## config.mk

```make
export PLATFORM = sky130hd
export DESIGN_NAME = uart_text_terminal
export DESIGN_NICKNAME = d
export VERILOG_FILES = /design/src/rtl/uart_text_terminal.sv
export SDC_FILE = /design/constraint.sdc
export NUM_CORES = 1
export LEC_CHECK = 0
export CELL_PAD_IN_SITES_DETAIL_PLACEMENT = 1
export CELL_PAD_IN_SITES_GLOBAL_PLACEMENT = 2
export CORE_ASPECT_RATIO = 1.25
export CORE_MARGIN = 5
export CORE_UTILIZATION = 27
export CTS_CLUSTER_DIAMETER = 80
export DETAILED_ROUTE_END_ITERATION = 7
export PLACE_DENSITY_LB_ADDON = 0.1
export SYNTH_ARGS = -nofsm -noshare
export SYNTH_HDL_FRONTEND = slang
export SYNTH_SLANG_ARGS = --single-unit
export TNS_END_PERCENT = 1
```

## constraint.sdc

```tcl
create_clock -name clk -period 4.2 [get_ports clk]
set_clock_uncertainty 0.15 [all_clocks]
set_input_delay 0.84 -clock clk [delete_from_list [all_inputs] [get_ports clk]]
set_output_delay 0.84 -clock clk [all_outputs]
set_load 0.05 [all_outputs]
```

## src/rtl/uart_text_terminal.sv

```systemverilog
// Four-row by 16-column text terminal buffer fed by UART bytes.
// Handles cursor, line wrap, CR/LF/BS/FF and scroll-up, and serves reads to the text engine.
module uart_text_terminal #(
  parameter logic [7:0] BLANK = 8'h20
) (
  input  logic       clk,
  input  logic       rst_n,
  input  logic       byteReady,
  input  logic [7:0] dataIn,
  input  logic [5:0] charAddress,
  output logic [7:0] charOutput,
  output logic [1:0] cursorRow,
  output logic [3:0] cursorCol,
  output logic       busy
);

  typedef enum logic [1:0] {
    CLEAR,
    IDLE,
    EXEC,
    SCROLL
  } stateType;

  stateType   state, nextState;
  logic [5:0] idx, nextIdx;
  logic [1:0] row, nextRow;
  logic [3:0] col, nextCol;
  logic       pending;
  logic [7:0] pendingByte;
  logic       byteReadyPrev;
  logic       byteEdge;

  logic [7:0] mem [64];
  logic       memWe;
  logic [5:0] memAddr;
  logic [7:0] memData;

  assign byteEdge  = byteReady && !byteReadyPrev;
  assign cursorRow = row;
  assign cursorCol = col;
  assign busy      = (state == CLEAR) || (state == SCROLL);

  always_ff @(posedge clk or negedge rst_n) begin
    if (!rst_n) begin
      state <= CLEAR;
      idx   <= 6'd0;
      row   <= 2'd0;
      col   <= 4'd0;
    end else begin
      state <= nextState;
      idx   <= nextIdx;
      row   <= nextRow;
      col   <= nextCol;
    end
  end

  always_comb begin
    nextState = state;
    nextIdx   = idx;
    nextRow   = row;
    nextCol   = col;
    memWe     = 1'b0;
    memAddr   = idx;
    memData   = BLANK;
    unique case (state)
      CLEAR: begin
        memWe   = 1'b1;
        nextIdx = idx + 6'd1;
        if (idx == 6'd63) nextState = IDLE;
      end
      IDLE: begin
        if (pending) nextState = EXEC;
      end
      EXEC: begin
        nextState = IDLE;
        nextIdx   = 6'd0;
        if (pendingByte >= 8'h20 && pendingByte <= 8'h7E) begin
          memWe   = 1'b1;
          memAddr = {row, col};
          memData = pendingByte;
          if (col == 4'd15) begin
            nextCol = 4'd0;
            if (row == 2'd3) nextState = SCROLL;
            else             nextRow   = row + 2'd1;
          end else begin
            nextCol = col + 4'd1;
          end
        end else begin
          case (pendingByte)
            8'h0D: nextCol = 4'd0;
            8'h0A: begin
              nextCol = 4'd0;
              if (row == 2'd3) nextState = SCROLL;
              else             nextRow   = row + 2'd1;
            end
            8'h08: begin
              if (col != 4'd0) begin
                nextCol = col - 4'd1;
                memWe   = 1'b1;
                memAddr = {row, col - 4'd1};
                memData = BLANK;
              end
            end
            8'h0C: begin
              nextRow   = 2'd0;
              nextCol   = 4'd0;
              nextState = CLEAR;
            end
            default: ;
          endcase
        end
      end
      SCROLL: begin
        // Each row moves up one; the bottom row is refilled with blanks.
        memWe   = 1'b1;
        memData = (idx < 6'd48) ? mem[idx + 6'd16] : BLANK;
        nextIdx = idx + 6'd1;
        if (idx == 6'd63) nextState = IDLE;
      end
      default: nextState = CLEAR;
    endcase
  end

  // One-deep byte capture; edges arriving while a byte is still waiting are dropped.
  always_ff @(posedge clk or negedge rst_n) begin
    if (!rst_n) begin
      byteReadyPrev <= 1'b1;
      pending       <= 1'b0;
      pendingByte   <= 8'h00;
    end else begin
      byteReadyPrev <= byteReady;
      if (state == EXEC) begin
        pending <= 1'b0;
      end else if (byteEdge && !pending) begin
        pending     <= 1'b1;
        pendingByte <= dataIn;
      end
    end
  end

  always_ff @(posedge clk) begin
    if (memWe) mem[memAddr] <= memData;
  end

  always_ff @(posedge clk or negedge rst_n) begin
    if (!rst_n)               charOutput <= BLANK;
    else if (state == CLEAR)  charOutput <= BLANK;
    else                      charOutput <= mem[charAddress];
  end

endmodule

```

==> flow_summary.yaml <==
run_status:
  status: "finished, final reports clean"
route:
  first_iter_violations: 1246
  antenna_left: 0
  avgRoutedWirePerCell_microns: 33.72
  first_pass_iters: 5
  wl_mm: 98.15
  vias: 15014
  avgViaCountPerCell: 5.158
  drc: 0
setup_path:
  cp_top_family: "compound AO/OA/AOI/OAI gates"
  end_kind: "flip-flop"
  worst_path_max_delay_cell: "o21ai_0"
  cp.depth: 7
  reg2reg_depth: 7
  criticalPathCategory: "flip-flop to flip-flop"
  worst-path-buf-inv: 2
  path_cells: "buf_12 -> mux4_2 -> nand2_1 -> nand4_1 -> o21ai_0 -> o211ai_1 -> buf_4"
  cp.arrival_ns: 4.23
  crit_fanout: 32
  cp_slowest_stage_delay_ns: 0.94
  start_kind: "flip-flop"
  required_ns: 4.36
layout:
  seq_area_sq_um: 16190
  area_growth_syn_to_layout_pct: 18.76
  fill_cells: 9604
  fin_nets: 1599
  multi_input_area_sq_um: 9330
  drive_gt1_share_pct: 35.56
  fin_cells: 2911
global_routing:
  antenna_found_initial: 1
  grt_max_degree: 65
  grt_pass1_wl_mm: 136.3
  grt_pass1_vias: 16287
  gr-total-overflow: 0
  groute.usage.overall_pct: 18.96
cts:
  cts_resized: 0
  cts-buffers-inserted: 58
  clk_path_buf_depth: 3
  clk_latency_ns: 0.63
  cts_hold_buf: 0
  htree_levels: 2
  cts_tree: "done"
  cts_root_buffer: "clkbuf_16"
  clk_pin_slew_ns: 0.07
  cts.sinks: 544
  cts_setup_buffers: 0
yosys:
  syn_avg_cell_area_sq_um: 18.33
  async_flop_share_pct: 5.882
  ys_ff_latch: 544
  syn-num-nets: 1445
  ys_seq_area_share_pct: 62.15
  synth_ff_type: "edfxtp_1"
  netlist_instances: 1420
  synth_edf_count: 512
  yosysWarnings: 0
  yosys.cell_types.count: 70
  syn_area_sq_um: 26030
floorplanning:
  die_x_microns: 287.7
  die_h_microns: 357.1
  num_rows: 127
  io_pins: 32
  coreArea_sq_um: 95820
  fp.dieArea_sq_um: 102800
  initial_utilization_pct: 27.16
placement:
  portBuffers: 31
  place_congestion: 0.7855
  dp.cells: 2804
  hpwlAfterDp_mm: 70.67
run:
  maxCapViolCount: 0
sta:
  worst_pin_slew_ns: 1.132
  fin_crit_sh_pct: 96.96
  rsz0062_at_grt: "false"
  final-max-slew-violation-count: 0
  fin_crit_ns: 4.072
  setup_violations: 0
  fin_setup_tns_ns: 0
  fmax_ghz: 0.2456
  hold_viol_final: 0
  maxSlewHeadroom_pct: 23.73
power_and_ir_drop:
  power_w: 0.01136
  power.density_nw_per_um2: 367.5
  p_leak_nw: 8.336
  ir_drop_mv: 0.2846
worst_hold_path:
  min_path_type: "input pin to async pin"
[per-layer routing]
metal  track usage [%]  share of wire (%)  vias to the layer above
met5                 0              0.012                        -
met4             4.671                2.5                        2
met3             1.912                2.9                       91
met2             34.46                 52                      298
met1             24.36                 42                     8284
li1                  -                  -                     6339
[logic make-up after synthesis]
logic type               share of synthesized area (%)
adder cells (fa/ha/maj)                         0.3846
AO/OA/AOI/OAI                                    5.086
buffers and inverters                            2.038
multiplexers                                     26.14
AND/OR/NAND/NOR                                  4.100
XOR/XNOR                                        0.1010
flip-flops                                       62.15
[metrics by stage]
stage / area, sq um / setup slack [ns] / hold slack (ns) / util (%)
global placement: 29010 / 0.04959 / 0.3933 / 30.27
detailed placement: 29010 / 0.1520 / 0.4135 / 30.27
global route: 30910 / 0.09746 / 0.2386 / 32.26
CTS: 30910 / 0.09642 / 0.1786 / 32.26
floorplan: 26040 / -0.003916 / 0.3507 / -
finish: 30910 / 0.1276 / 0.2058 / 32.26
[synth_stat cells (21+ instances only)]
cell      number  area (sq um)
edfxtp_1     512         15370
mux2_2        23         259.0
nor2_1        67         251.5
clkbuf_1      43         161.4
nor3_1        21         105.1
mux2i_1       77         770.7
nand2_1       36         135.1
buf_2         40         200.2
o21ai_0       35         175.2
dfrtp_1       30         750.7
a21oi_1       33         165.2
mux4_2       255          5743
[layout by cell type, fill, tap and decap left out, types with 11 or more instances in the layout]
master             n
o221ai_1          16
edfxtp_1         512
a211oi_1          16
o22ai_1           13
nand2_1           34
mux2i_1           77
mux4_2           255
clkdlybuf4s50_1   26
a22oi_1           11
clkinv_1          12
nor2b_1           12
inv_1             14
nor3_1            21
clkinv_2          13
nor2_1            67
dfrtp_1           26
a21oi_1           33
buf_4            144
mux2_2            23
buf_12            22
clkbuf_16         61
nand3_1           15
o21ai_0           35
[registers in the layout, summed over array words and instances, names as in the netlist]
name,count
mem,512
charOutput,8
pendingByte,8
idx,6
cursorCol,4
cursorRow,2
state,2
byteReadyPrev,1
pending,1
[power by group]
| group | switching [W] | leakage [nW] | internal, W |
|---|---|---|---|
| Sequential | 0.00000664 | 3.98 | 0.00585 |
| Combinational | 0.000157 | 3.43 | 0.000111 |
| Clock | 0.00221 | 0.931 | 0.00303 |
| Total | 0.00238 | 8.34 | 0.00898 |
[final timing paths]
path / startpoint / endpoint / slack, ns
setup / recovery: idx[0] / mem[12][4] / 0.13
hold / removal: rst_n / cursorRow[1] / 0.21
setup reg to reg: idx[0] / mem[12][4] / 0.13
hold reg to reg: pending / pending / 0.42
max in group asynchronous: rst_n / idx[0] / 3.02
min in group clk: pending / pending / 0.42
[area by class of cell]
type                       instances  share of cell area [%]
clock inverter                    35                   1.036
inverter                          14                  0.1700
sequential                       544                   52.38
multi-input combinational        760                   30.18
tap                             1290                   5.221
timing repair buffer             196                   5.881
antenna                            1                0.008095
clock buffer                      71                   5.124
Power figures use the tool's default switching activity.
